===== config.mk =====
export PLATFORM = sky130hd
export DESIGN_NAME = loop_stack_ctrl
export DESIGN_NICKNAME = d
export VERILOG_FILES = /design/src/rtl/loop_stack_ctrl.sv
export SDC_FILE = /design/constraint.sdc
export NUM_CORES = 1
export LEC_CHECK = 0
export ABC_AREA = 1
export BUFFER_PORTS_ARGS = -buffer_cell sky130_fd_sc_hd__buf_2
export CAP_MARGIN = 20
export CORE_ASPECT_RATIO = 1.1
export CORE_MARGIN = 1.5
export CORE_UTILIZATION = 35
export CTS_CLUSTER_DIAMETER = 60
export CTS_CLUSTER_SIZE = 10
export DETAILED_ROUTE_END_ITERATION = 10
export PLACE_DENSITY_LB_ADDON = 0.1
export SLEW_MARGIN = 10
export SYNTH_ARGS = -nofsm -noshare
export SYNTH_HDL_FRONTEND = slang
export SYNTH_SLANG_ARGS = --single-unit

===== constraint.sdc =====
create_clock -name clk -period 2.9 [get_ports clk]
set_input_delay 0.725 -clock clk [delete_from_list [all_inputs] [get_ports clk]]
set_output_delay 0.725 -clock clk [all_outputs]
set_load 0.01 [all_outputs]

===== src/rtl/loop_stack_ctrl.sv =====
// Loop-address stack initiator: decodes OPEN/CLOSE bracket ops from fetch,
// drives the stack push/pop port, handles zero-cell skip scans and error flags.
module loop_stack_ctrl #(
  parameter int unsigned ADDR_W  = 16,
  parameter int unsigned DEPTH_W = 8
) (
  input  logic              clk,
  input  logic              reset,
  input  logic              op_valid,
  input  logic [1:0]        op_code,
  input  logic [ADDR_W-1:0] pc_in,
  input  logic              cell_zero,
  input  logic              prog_end,
  output logic              op_ready,
  output logic              skip_active,
  output logic              jump_valid,
  output logic [ADDR_W-1:0] jump_addr,
  output logic              stk_push,
  output logic [ADDR_W-1:0] stk_wdata,
  output logic              stk_pop,
  input  logic [ADDR_W-1:0] stk_top,
  input  logic              stk_full,
  input  logic              stk_empty,
  output logic              err,
  output logic [1:0]        err_code
);

  typedef enum logic [2:0] {
    ST_IDLE,
    ST_BUSY,
    ST_SKIP,
    ST_DONE,
    ST_ERROR
  } state_t;

  localparam logic [1:0] OP_OPEN  = 2'b01;
  localparam logic [1:0] OP_CLOSE = 2'b10;
  localparam logic [1:0] ERR_OVF  = 2'b01;
  localparam logic [1:0] ERR_UNF  = 2'b10;
  localparam logic [1:0] ERR_UNM  = 2'b11;

  state_t              state_q, state_d;
  logic [DEPTH_W-1:0]  depth_q, depth_d;
  logic                op_ready_q, op_ready_d;
  logic                skip_active_q, skip_active_d;
  logic                jump_valid_q, jump_valid_d;
  logic [ADDR_W-1:0]   jump_addr_q, jump_addr_d;
  logic                stk_push_q, stk_push_d;
  logic [ADDR_W-1:0]   stk_wdata_q, stk_wdata_d;
  logic                stk_pop_q, stk_pop_d;
  logic                err_q, err_d;
  logic [1:0]          err_code_q, err_code_d;

  always_comb begin
    state_d       = state_q;
    depth_d       = depth_q;
    skip_active_d = skip_active_q;
    jump_valid_d  = 1'b0;
    jump_addr_d   = jump_addr_q;
    stk_push_d    = 1'b0;
    stk_wdata_d   = stk_wdata_q;
    stk_pop_d     = 1'b0;
    err_d         = err_q;
    err_code_d    = err_code_q;

    case (state_q)
      ST_IDLE, ST_SKIP: begin
        // prog_end wins over a same-cycle op, which is then not accepted
        if (prog_end) begin
          skip_active_d = 1'b0;
          if (skip_active_q || !stk_empty) begin
            state_d    = ST_ERROR;
            err_d      = 1'b1;
            err_code_d = ERR_UNM;
          end else begin
            state_d = ST_DONE;
          end
        end else if (op_valid && state_q == ST_IDLE) begin
          if (op_code == OP_OPEN) begin
            if (cell_zero) begin
              depth_d       = DEPTH_W'(1);
              skip_active_d = 1'b1;
              state_d       = ST_SKIP;
            end else if (stk_full) begin
              state_d    = ST_ERROR;
              err_d      = 1'b1;
              err_code_d = ERR_OVF;
            end else begin
              stk_push_d  = 1'b1;
              stk_wdata_d = pc_in + 1'b1;
              state_d     = ST_BUSY;
            end
          end else if (op_code == OP_CLOSE) begin
            if (stk_empty) begin
              state_d    = ST_ERROR;
              err_d      = 1'b1;
              err_code_d = ERR_UNF;
            end else if (!cell_zero) begin
              jump_valid_d = 1'b1;
              jump_addr_d  = stk_top;
              state_d      = ST_BUSY;
            end else begin
              stk_pop_d = 1'b1;
              state_d   = ST_BUSY;
            end
          end
        end else if (op_valid) begin
          if (op_code == OP_OPEN) begin
            if (depth_q == '1) begin
              skip_active_d = 1'b0;
              state_d       = ST_ERROR;
              err_d         = 1'b1;
              err_code_d    = ERR_OVF;
            end else begin
              depth_d = depth_q + 1'b1;
            end
          end else if (op_code == OP_CLOSE) begin
            depth_d = depth_q - 1'b1;
            if (depth_q == DEPTH_W'(1)) begin
              skip_active_d = 1'b0;
              state_d       = ST_IDLE;
            end
          end
        end
      end
      ST_BUSY: state_d = ST_IDLE;
      default: ;
    endcase

    op_ready_d = (state_d == ST_IDLE) || (state_d == ST_SKIP);
  end

  always_ff @(posedge clk) begin
    if (reset) begin
      state_q       <= ST_IDLE;
      depth_q       <= '0;
      op_ready_q    <= 1'b1;
      skip_active_q <= 1'b0;
      jump_valid_q  <= 1'b0;
      jump_addr_q   <= '0;
      stk_push_q    <= 1'b0;
      stk_wdata_q   <= '0;
      stk_pop_q     <= 1'b0;
      err_q         <= 1'b0;
      err_code_q    <= '0;
    end else begin
      state_q       <= state_d;
      depth_q       <= depth_d;
      op_ready_q    <= op_ready_d;
      skip_active_q <= skip_active_d;
      jump_valid_q  <= jump_valid_d;
      jump_addr_q   <= jump_addr_d;
      stk_push_q    <= stk_push_d;
      stk_wdata_q   <= stk_wdata_d;
      stk_pop_q     <= stk_pop_d;
      err_q         <= err_d;
      err_code_q    <= err_code_d;
    end
  end

  assign op_ready    = op_ready_q;
  assign skip_active = skip_active_q;
  assign jump_valid  = jump_valid_q;
  assign jump_addr   = jump_addr_q;
  assign stk_push    = stk_push_q;
  assign stk_wdata   = stk_wdata_q;
  assign stk_pop     = stk_pop_q;
  assign err         = err_q;
  assign err_code    = err_code_q;

endmodule


=== Word-level counts from Yosys, hierarchy flattened ===
Cells that the tools add are included.

* Add/sub/neg operators: 3
* Eq/ne operators: 16
* Muxes and demuxes: 55
* Bitwise logic cells: 8
* Reduce and logical (&&, ||, !) cells: 22

{| class="wikitable"
|+ Operators with widths
! cell !! count
|-
| 2-to-1 mux 8 bit || 7
|-
| 2-to-1 mux 3 bit || 13
|-
| 2-to-1 mux 1 bit || 23
|-
| 2-to-1 mux 2 bit || 11
|-
| AND reduction 7 bit || 3
|-
| nonzero test 3 bit || 6
|-
| adder 16 x 1 -> 16 bit, second input constant || 1
|-
| AND reduction 9 bit || 1
|-
| adder 8 x 1 -> 8 bit, second input constant || 1
|-
| == test 8 x 1 -> 1 bit, second input constant || 1
|-
| == test 8 bit, second input constant || 1
|-
| inequality test 4 bit, second input constant || 2
|-
| inverter 1 bit || 8
|-
| subtractor 8 x 1 -> 8 bit, second input constant || 1
|-
| OR reduction 7 bit || 1
|-
| == test 3 x 2 -> 1 bit, second input constant || 2
|-
| logical NOT 3 bit || 2
|-
| inequality test 3 bit, second input constant || 2
|-
| case mux 3 bit (2 select lines) || 1
|-
| AND reduction 6 bit || 1
|-
| OR reduction 6 bit || 1
|-
| inequality test 2 x 1 -> 1 bit, second input constant || 2
|-
| inequality test 4 x 3 -> 1 bit, second input constant || 1
|-
| nonzero test 2 bit || 2
|-
| other kinds (9) || 10
|}

* Register bits: 51
* Input port bits: 41
* Output and inout port bits: 40
* Word-level logic and storage cells: 115

=== Logic depth before layout (Yosys ltp) ===
Gate-level depths: netlist of run 1.

* Depth after elaboration: 10
* Gate-level depth with buffers: 12
* Mapped depth without buffers: 12

=== Worst setup path after synthesis of run 1 ===
No wires, ideal clock.

* Kind: in2reg
* Start point: input port op_code[1]
* End point: register jump_addr_q[0] (netlist: jump_addr[0])
* Data arrival time: 1.816 ns
* Required time: 2.787 ns
* Path slack: 0.971 ns
* Stages on the path: 7
* Path buffers: 1
* Path through: inv_1 > ha_1 > nor2_1 > nand4_4 > buf_2 > o21ai_1 > nor2_1

* Longest elaborated chain between the ends: 3

{| class="wikitable"
|+ RTL lines
! element !! line !! RTL
|-
| from (decl) || 10 || <nowiki>input logic [1:0] op_code,</nowiki>
|-
| == test 2 x 1 -> 1 bit || 79 || <nowiki>if (op_code == OP_OPEN) begin</nowiki>
|-
| inverter 1 bit (no line) || - ||
|-
| AND reduction 7 bit (no line) (*) || - ||
|-
| to (signal assigned) || 152 || <nowiki>jump_addr_q <= jump_addr_d;</nowiki>
|-
| to (decl) || 47 || <nowiki>logic [ADDR_W-1:0] jump_addr_q, jump_addr_d;</nowiki>
|}

Mark *: on every way between the ends. The rest lies on a longest branch, timed or not.
A chain may end at the register's enable or synchronous reset.

=== Worst setup path in the final report of run 1 ===
* Start point: input port op_code[0]
* End point: register jump_addr_q[7] (netlist: jump_addr[7])

Same word-level chain as after synthesis.

==> key figures, run 1 <==
Run status
  – Status: completed

Clock network
  – Clk_lat worst skew: 0.31 ns
  – Clock Pin Slew Worst Setup and Hold Paths: around 0.11 ns
  – Resized Gates After CTS: 0
  – CTS tree: yes
  – Clock sinks: between 50 and 60
  – Clock Tree Root: clkbuf_8
  – Num CTS Buffers: 5
  – Cts hold-fix bufs: 0
  – Postcts setup bufs: 0
  – # H-tree levels: 2
  – Deepest clock path buffer count: 2

Global routing
  – Initial antenna violation count: 0
  – Total track usage: 0.1692
  – Vias in the first global route: 2661
  – Grt ovf: 0
  – First-pass GRT wire length: about 12000 um
  – Largest net degree at the start of global routing: 21

Critical path
  – Crit path DAT: between 2 and 2.5 ns
  – CP Capture Type: flop
  – Most used cell, CP: nor2_1
  – Crit Path Class: input port to flop
  – Highest net fanout along the worst path: 17
  – Reg-to-reg critical path startpoint: depth_q[0]
  – Reg2reg end: depth_q[4]
  – CP Cell Sequence: buf_2, ha_1, nor2_1, nand4_4, clkinv_2, nor2_1, nor2_1
  – Critical Path RT: 3.16 ns
  – Slowest-stage cell, CP: nor2_1
  – Reg2reg setup slack: approximately 1.1 ns
  – CP Launch Type: input port
  – Slowest stage delay, CP: between 0.3 and 0.4 ns
  – Worst reg2reg path depth: 9

Routing
  – Remaining antenna violation count after routing: 0
  – Routed via count: about 2800
  – Drt wl/cell: 11.81 um
  – DRC viols: 0
  – DR pass1 iterations: 5
  – Initial DRC Count: around 120
  – DR vias/cell: roughly 4.7
  – Overall routed net length: approximately 7100 um

Synthesis
  – Ranking of synthesized cells by area: dfxtp_1 (36%), nand2_1 (10%), nor2_1 (10%), inv_1 (5.5%), o21ai_0 (4.4%)
  – Largest area contributor in the netlist: dfxtp_1
  – Seq/Total Area, Yosys: 0.3579
  – Yosys warns: 0
  – Synthesized Nets: 460
  – Asr flop ratio synth: 0
  – Synth top area share: 0.3579
  – Syn_area_per_cell: 6.907 um2
  – Most instantiated cells after synthesis: nand2_1 (79), nor2_1 (79), dfxtp_1 (51)
  – Mapped Area: approximately 2900 um2
  – #FFs+latches synth: 51
  – Main synth FF type: dfxtp_1
  – Gate Count Post-Synth: just over 400
  – Number of flops mapped to enable cells by yosys: 0
  – Library cells used by synthesis: 37

Layout
  – Non-Filler Cell Area, Final: about 3400 um2
  – Diode count: 0
  – Area delta synth->final: 20.88%
  – Layout cells sized above 1: 0.2434
  – Nets@finish: between 500 and 600
  – Fillers: 900
  – Non-filler cells, final: 601

STA
  – RSZ-0062 raised after global routing: false
  – Post-route setup TNS: 0 ns
  – Setup Viol. Count Final: 0
  – Final hold violation count: 0
  – Period utilization: 0.6899
  – Final max-slew violation count: 0
  – Final min period: approximately 2.0 ns
  – Relative slew slack: 0.7264
  – Slew @ Worst Pin: roughly 0.41 ns
  – Clk_skew: 0.01230 ns
  – Hold WS: 0.4744 ns
  – Maximum operating frequency: 0.4998 GHz

Floorplan
  – I/O pin count: 81
  – Die Wd: between 80 and 90 um
  – Core area: between 7000 and 8000 um2
  – Die ar.: just under 9000 um2
  – Starting density of the core: 0.3605
  – Row cnt: 34
  – Die height: between 90 and 100 um

Pwr
  – Switch Pwr: 516.7 uW
  – VDD IR max: 0.0002132 V
  – Pwr/cell area: about 450 nW/um2
  – Sw Ratio: 0.3320
  – Power Internal: between 1 and 1.5 mW
  – Combinational group share of total power: 0.228
  – Clock power share: 0.285
  – Power Total: 1.556 mW
  – Leakage: 1.705 nW
  – Sequential power share: 0.487

Min path
  – Hold path cells: 2
  – Hold crit path type: flop to flop
  – Hold_sp: err
  – Hold endpoint: err

Placement
  – Port Buffer Count: 80
  – Detailed placement HPWL: 5401 um
  – Dpl cells: 593
  – GP Congestion: a little under 0.9
  – Placed cell area: approximately 3400 um2

Job
  – Total of max-cap violations: 0
==> flip-flops by register name, summed over array words and instances, names as in the netlist <==
register     count
depth_q          8
skip_active      1
op_ready         1
jump_addr       16
stk_pop          1
jump_valid       1
state_q          3
err              1
err_code         2
stk_push         1
stk_wdata       16
==> cells in the final DEF (no fill, tap or decap), types with 3 or more instances in the layout <==
| cell | instances |
|---|---|
| buf_2 | 80 |
| ha_1 | 6 |
| a21oi_2 | 3 |
| clkbuf_8 | 5 |
| nand2_1 | 79 |
| nor3_1 | 8 |
| nor2_4 | 3 |
| a21oi_1 | 12 |
| buf_4 | 3 |
| o21ai_0 | 25 |
| xor2_1 | 14 |
| dfxtp_1 | 51 |
| inv_2 | 6 |
| nand3_1 | 20 |
| nand3_2 | 3 |
| inv_1 | 42 |
| nand4_1 | 7 |
| o21ai_1 | 18 |
| nor2_1 | 79 |
| o211ai_1 | 4 |
| o21bai_1 | 3 |
| nor2_2 | 3 |
==> metal layers <==
layer,share of wire,track usage
met2,0.46,0.2851
met4,0.016,0.05089
met3,0.044,0.03314
met5,0,0
met1,0.48,0.2140
==> worst max-delay path: cells and delay by family <==
family	cells	cell delay (ns)
buf+inv	2	0.40
simple gates	4	0.84
fa+ha+maj	1	0.28
==> power by group through the flow <==
| stage | Combinational [mW] | Sequential (mW) | Clock [mW] |
|---|---|---|---|
| after detailed placement | 0.355 | 0.774 | 0 |
| after global placement | 0.354 | 0.774 | 0 |
| after global routing | 0.401 | 0.763 | 0.495 |
| after CTS | 0.356 | 0.758 | 0.465 |
| after floorplan | 0.245 | 0.774 | 0 |
| final | 0.354 | 0.758 | 0.444 |
==> worst max-delay path by stage <==
stage,start,slack (ns),endpoint,depth (start not counted)
3_3_place_gp,op_code[0],0.64,jump_addr[12],7
5_1_grt,op_code[1],0.77,jump_addr[4],8
2_1_floorplan,op_code[1],0.97,jump_addr[0],7
4_1_cts,op_code[0],0.92,jump_addr[7],7
6_report,op_code[0],0.90,jump_addr[7],7
3_5_place_dp,op_code[0],0.58,jump_addr[7],7
==> per-stage QoR <==
step	setup slack (ns)	utilization
after floorplan	0.9710	-
after global placement	0.6410	0.4236
after detailed placement	0.5785	0.4236
after CTS	0.9190	0.4358
after global routing	0.7652	0.4358
final	0.8994	0.4358
==> cell families (layout without fill, tap and decap cells) <==
logic type | count (synthesis) | count (layout) | synth area share
AO/OA/AOI/OAI | 69 | 69 | 0.1399
XOR/XNOR | 16 | 16 | 0.04912
buffers and inverters | 61 | 141 | 0.08728
flip-flops | 51 | 51 | 0.3579
adder cells (fa/ha/maj) | 6 | 6 | 0.02632
AND/OR/NAND/NOR | 210 | 210 | 0.3395
==> area by class of cell <==
cell class | instances | area, um2 | share of cell area
clock buffers | 5 | 68.82 | 0.01996
clock inverters | 3 | 27.53 | 0.007983
inverters | 50 | 190.2 | 0.05515
multi-input cells | 301 | 1583 | 0.4590
flip-flops and latches | 51 | 1021 | 0.2961
well taps | 108 | 135.1 | 0.03919
repair buffers | 83 | 422.9 | 0.1226
(Power assumes the default switching activity.)
==> run 2, diff against run 1 <==
==> constraint.sdc (replaced) <==
create_clock -name clk -period 1.7 [get_ports clk]
set_input_delay 0.425 -clock clk [delete_from_list [all_inputs] [get_ports clk]]
set_output_delay 0.425 -clock clk [all_outputs]
set_load 0.01 [all_outputs]
==> key figures, run 2 (synthesis gave the netlist of run 1 again) <==
STA
  – Clk_skew: 0.01146 ns (-0.0008358 ns)
  – Final hold violation count: 0 (unchanged)
  – Final max-slew violation count: 0 (unchanged)
  – Relative slew slack: 0.7643 (+0.03787)
  – Setup Viol. Count Final: 0 (unchanged)
  – Final min period: 1.572 ns
  – Period utilization: 0.9246
  – RSZ-0062 raised after global routing: false
  – Slew @ Worst Pin: 0.3503 ns (-0.05853 ns)
  – Maximum operating frequency: 0.6362 GHz

Run status
  – Status: completed

Pwr
  – Pwr/cell area: 805.5 nW/um2 (+79%)
  – Power Total: 2.987 mW (+92%)
  – VDD IR max: 0.0003281 V (+54%)
  – Leakage: 1.865 nW (+9.4%)

Routing
  – Drt wl/cell: 11.54 um (-2.3%)
  – Remaining antenna violation count after routing: 0 (unchanged)
  – DR vias/cell: 4.651 (-0.34%)
  – Routed via count: 2921 (+4.1%)
  – Initial DRC Count: 109 (-11%)
  – Overall routed net length: 7249 um (+2.1%)
  – DR pass1 iterations: 4 (-1)
  – DRC viols: 0 (unchanged)

Global routing
  – Grt ovf: 0 (unchanged)
  – First-pass GRT wire length: 11990 um (+1.4%)
  – Vias in the first global route: 2708 (+1.8%)
  – Initial antenna violation count: 0 (unchanged)
  – Largest net degree at the start of global routing: 24 (+14%)
  – Total track usage: 0.1724 (+0.003217)

Critical path
  – Top Family by Delay on Critical Path: simple AND/OR/NAND/NOR gates
  – Slowest stage delay, CP: 0.36 ns (about the same)
  – Critical Path RT: 1.91 ns (-1.25 ns)
  – Reg2reg setup slack: 0.13 ns (-1.00 ns)
  – CP Launch Type: flop
  – Buf/Inv on CP: 0 (-2)
  – Slowest-stage cell, CP: dfxtp_2
  – CP Capture Type: flop
  – Highest net fanout along the worst path: 3 (-14)
  – Crit Path Class: flop to flop
  – Crit path DAT: 1.78 ns (-0.48 ns)
  – CP Cell Sequence: ha_1, nand3_1, nor2_1, nand3_1, o21ai_1, nand2_1, o21ai_0, nor2_1

Layout
  – Diode count: 0 (unchanged)
  – Area delta synth->final: 30.00%
  – Non-filler cells, final: 628 (+4.5%)
  – Most common cell after layout, fill and taps aside: buf_2
  – Fillers: 845 (-6.1%)
  – Storage cell area: 1022 um2 (+0.12%)
  – Multi-input combinational cell area: 1583 um2 (unchanged)
  – Layout cells sized above 1: 0.2846 (+0.04121)
  – Most frequent cells in the layout: buf_2 (80), nor2_1 (79), nand2_1 (79), dfxtp_1 (50), inv_1 (42)
  – Fin util: 0.4687 (+0.03289)
  – Nets@finish: 566 (+5.0%)

Placement
  – Detailed placement HPWL: 5611 um (+3.9%)
  – GP Congestion: 0.8922 (+1.5%)
  – Port Buffer Count: 80 (unchanged)
  – Dpl cells: 620 (+4.6%)

Clock network
  – Clock sinks: 51 (unchanged)
  – Clock Tree Root: clkbuf_8
  – # H-tree levels: 2 (unchanged)
  – Num CTS Buffers: 5 (unchanged)
  – Clock Pin Slew Worst Setup and Hold Paths: 0.11 ns (about the same)
  – Clk_lat worst skew: 0.32 ns (about the same)
  – CTS tree: yes
  – Deepest clock path buffer count: 2 (unchanged)

Floorplan
  – Starting density of the core: 0.3605 (unchanged)
  – I/O pin count: 81 (unchanged)
  – Row cnt: 34 (unchanged)
  – Die ar.: 8702 um2 (unchanged)
  – Die Wd: 89.08 um (unchanged)
  – Core area: 7913 um2 (unchanged)
  – Die height: 97.69 um (unchanged)

Job
  – Total of max-cap violations: 0 (unchanged)

Min path
  – Hold crit path type: input port to flop
-- run 2: changes by cell type in the layout (fill, tap and decap cells not counted), sizes merged --
cell / previous run / this run
buf: 83 / 110
bufinv: 0 / 2
clkinv: 3 / 2
clkinvlp: 1 / 0
-- run 2: metrics by stage --
stage                     hold WS (ns)  setup TNS [ns]  cell area, um2  setup slack [ns]
final                           0.3264               0            3709            0.1281
after global routing            0.3238               0            3709          0.005452
after CTS                       0.3169               0            3707            0.1043
after detailed placement        0.4607          -3.643            3567           -0.1535
after global placement          0.4514          -3.100            3567           -0.1275
after floorplan                 0.4936               0            2853           0.07104
-- run 2: cell type report --
class	instances	share of cell area
flip-flops and latches	51	0.2756
inverters	50	0.05128
clock buffers	5	0.01856
multi-input cells	301	0.4268
well taps	108	0.03644
clock inverters	3	0.01923
repair buffers	110	0.1721
-- run 2: final timing paths --
check,from,endpoint,cells past startpoint
max reg2reg,depth_q[1],err_code[1],8
max,depth_q[1],err_code[1],8
min reg2reg,stk_wdata[4],stk_wdata[4],2
min,stk_top[2],jump_addr[2],3
-- run 2: timing repair --
action | in CTS | in global routing
hold buffers | 0 | 0
setup endpoints to repair | 0 | 2
gates resized for setup | 0 | 1
setup buffers | 0 | 0
-- run 2: where the power goes --
part	switching [mW]	internal (mW)	total, mW	leakage (nW)
clock network	0.445	0.598	1.04	0.0703
registers	0.0393	1.24	1.28	0.414
logic	0.396	0.265	0.661	1.38
total	0.880	2.11	2.99	1.87
-- run 2: worst register-to-register path, cell delays in order (launching register included) --
cell,delay (ns)
dfxtp_2,0.36
ha_1,0.17
nand3_1,0.08
nor2_1,0.13
nand3_1,0.12
o21ai_1,0.25
nand2_1,0.13
o21ai_0,0.18
nor2_1,0.05
-- run 2: layer usage --
layer / share of wire / up-vias / GRT usage
met5: 0 / - / 0
li1: - / 1532 / -
met3: 0.054 / 11 / 0.03144
met4: 0.015 / 0 / 0.04852
met2: 0.47 / 77 / 0.2909
met1: 0.46 / 1301 / 0.2209
==> run 3, diff against run 2 <==
--- a/config.mk
+++ b/config.mk
@@ -10,7 +10,7 @@
 export CAP_MARGIN = 20
 export CORE_ASPECT_RATIO = 1.1
 export CORE_MARGIN = 1.5
-export CORE_UTILIZATION = 35
+export CORE_UTILIZATION = 47
 export CTS_CLUSTER_DIAMETER = 60
 export CTS_CLUSTER_SIZE = 10
 export DETAILED_ROUTE_END_ITERATION = 10
==> key figures, run 3 (synthesis gave the netlist of run 1 again) <==
Run status
  – Status: completed

Pwr
  – Switch Pwr: 896.0 uW (+1.8%)
  – VDD IR max: 0.0004798 V (+46%)
  – Power Internal: 1.814 mW (-14%)
  – Clock power share: 0.283 (-0.066)
  – Pwr/cell area: 743.8 nW/um2 (-7.7%)
  – Combinational group share of total power: 0.242 (+0.021)
  – Sw Ratio: 0.3306 (+0.03614)
  – Leakage: 1.854 nW (-0.58%)
  – Sequential power share: 0.475 (+0.045)

Critical path
  – Highest net fanout along the worst path: 5 (+2)
  – Critical Path RT: 1.96 ns (+0.05 ns)
  – CP Launch Type: flop
  – Crit Path Class: flop to flop
  – Crit path DAT: 1.80 ns (+0.02 ns)
  – CP Capture Type: flop
  – Worst reg2reg path depth: 7 (-1)

Global routing
  – Total track usage: 0.2276 (+0.05516)
  – Initial antenna violation count: 0 (unchanged)
  – Grt ovf: 0 (unchanged)
  – First-pass GRT wire length: 12190 um (+1.6%)
  – Largest net degree at the start of global routing: 23 (-4.2%)
  – Vias in the first global route: 2793 (+3.1%)

Routing
  – Overall routed net length: 7164 um (-1.2%)
  – DR pass1 iterations: 4 (unchanged)
  – Drt wl/cell: 12.00 um (+4.0%)
  – Routed via count: 2959 (+1.3%)
  – DRC viols: 0 (unchanged)
  – DR vias/cell: 4.956 (+6.6%)
  – Remaining antenna violation count after routing: 0 (unchanged)
  – Initial DRC Count: 132 (+21%)

STA
  – Period utilization: 0.9036 (-0.02109)
  – RSZ-0062 raised after global routing: false
  – Final max-slew violation count: 0 (unchanged)
  – Final min period: 1.536 ns (-0.03585 ns)
  – Relative slew slack: 0.7484 (-0.01589)
  – Final hold violation count: 0 (unchanged)
  – Slew @ Worst Pin: 0.3739 ns (+0.02362 ns)
  – Setup Viol. Count Final: 0 (unchanged)
  – Maximum operating frequency: 0.6510 GHz (+2.3%)
  – Clk_skew: 0.006241 ns (-0.005223 ns)
  – Post-route setup TNS: 0 ns (unchanged)

Layout
  – Area delta synth->final: 27.72%
  – Layout cells sized above 1: 0.2885 (+0.003846)
  – Most frequent cells in the layout: buf_2 (80), nand2_1 (79), nor2_1 (78), dfxtp_1 (49), inv_1 (42)
  – Most common cell after layout, fill and taps aside: buf_2
  – Nets@finish: 566 (unchanged)
  – Non-Filler Cell Area, Final: 3643 um2 (-1.8%)
  – Diode count: 0 (unchanged)
  – Non-filler cells, final: 597 (-4.9%)

Clock network
  – Clock sinks: 51 (unchanged)
  – Num CTS Buffers: 5 (unchanged)
  – # H-tree levels: 2 (unchanged)
  – Cts hold-fix bufs: 0 (unchanged)
  – CTS tree: yes
  – Postcts setup bufs: 0 (unchanged)
  – Deepest clock path buffer count: 2 (unchanged)
  – Clk_lat worst skew: 0.31 ns (about the same)
  – Resized Gates After CTS: 0 (unchanged)
  – Clock Pin Slew Worst Setup and Hold Paths: 0.11 ns (about the same)
  – Clock Tree Root: clkbuf_8

Floorplan
  – I/O pin count: 81 (unchanged)
  – Die ar.: 6546 um2 (-25%)
  – Die Wd: 77.28 um (-13%)
  – Row cnt: 29 (-15%)
  – Core area: 5806 um2 (-27%)
  – Starting density of the core: 0.4914 (+0.1308)
  – Die height: 84.71 um (-13%)

Job
  – Total of max-cap violations: 0 (unchanged)

Placement
  – Detailed placement HPWL: 5555 um (-1.0%)
  – Port Buffer Count: 80 (unchanged)
  – Dpl cells: 589 (-5.0%)
  – Placed cell area: 3541 um2 (-0.74%)
  – GP Congestion: 0.9055 (+1.5%)

Min path
  – Hold crit path type: input port to flop
  – Hold path cells: 2 (-1)
==> run 3: area by class of cell <==
class	count	area, um2
clock buffers	5	68.82
clock inverters	3	28.78
fillers	564	2162
inverters	50	190.2
multi-input cells	301	1585
flip-flops and latches	51	1023
well taps	77	96.34
repair buffers	110	650.6
==> run 3: stage by stage <==
step                worst slack [ns]  hold WS, ns  utilization  power (mW)
floorplan                    0.07104       0.4936            -       1.738
global placement           -0.005700       0.4522       0.6099       1.956
detailed placement          -0.02935       0.4543       0.6099       1.966
CTS                           0.1334       0.3096       0.6267       2.732
global route                0.006960       0.3133       0.6276       2.856
finish                        0.1640       0.3195       0.6276       2.710
==> run 3: layer usage <==
layer	part of all wire	routed length, um	vias to the layer above	GRT usage
li1	-	-	1524	-
met1	0.43	3110	1358	0.2710
met2	0.51	3619	73	0.4043
met3	0.055	391	4	0.05217
met4	0.0059	42	0	0.06942
met5	0	0	-	0
==> run 3: worst paths after layout <==
path	end	slack (ns)	startpoint
max reg2reg	stk_wdata[13]	0.16	state_q[0]
min	stk_wdata[0]	0.32	pc_in[0]
max	stk_wdata[13]	0.16	state_q[0]
min reg2reg	err	0.47	err
==> run 3: critical path: stages (launching register included) <==
cell      delay, ns
dfxtp_1        0.39
nor2_4         0.26
nand3_2        0.19
nor2_4         0.20
buf_12         0.13
o21ai_0        0.09
o21bai_1       0.18
inv_1          0.05
==> run 3: power by group through the flow <==
stage	logic [mW]	clock network, mW	registers [mW]
finish	0.657	0.766	1.29
detailed placement	0.653	0	1.31
global placement	0.646	0	1.31
CTS	0.657	0.789	1.29
global route	0.738	0.825	1.29
floorplan	0.419	0	1.32
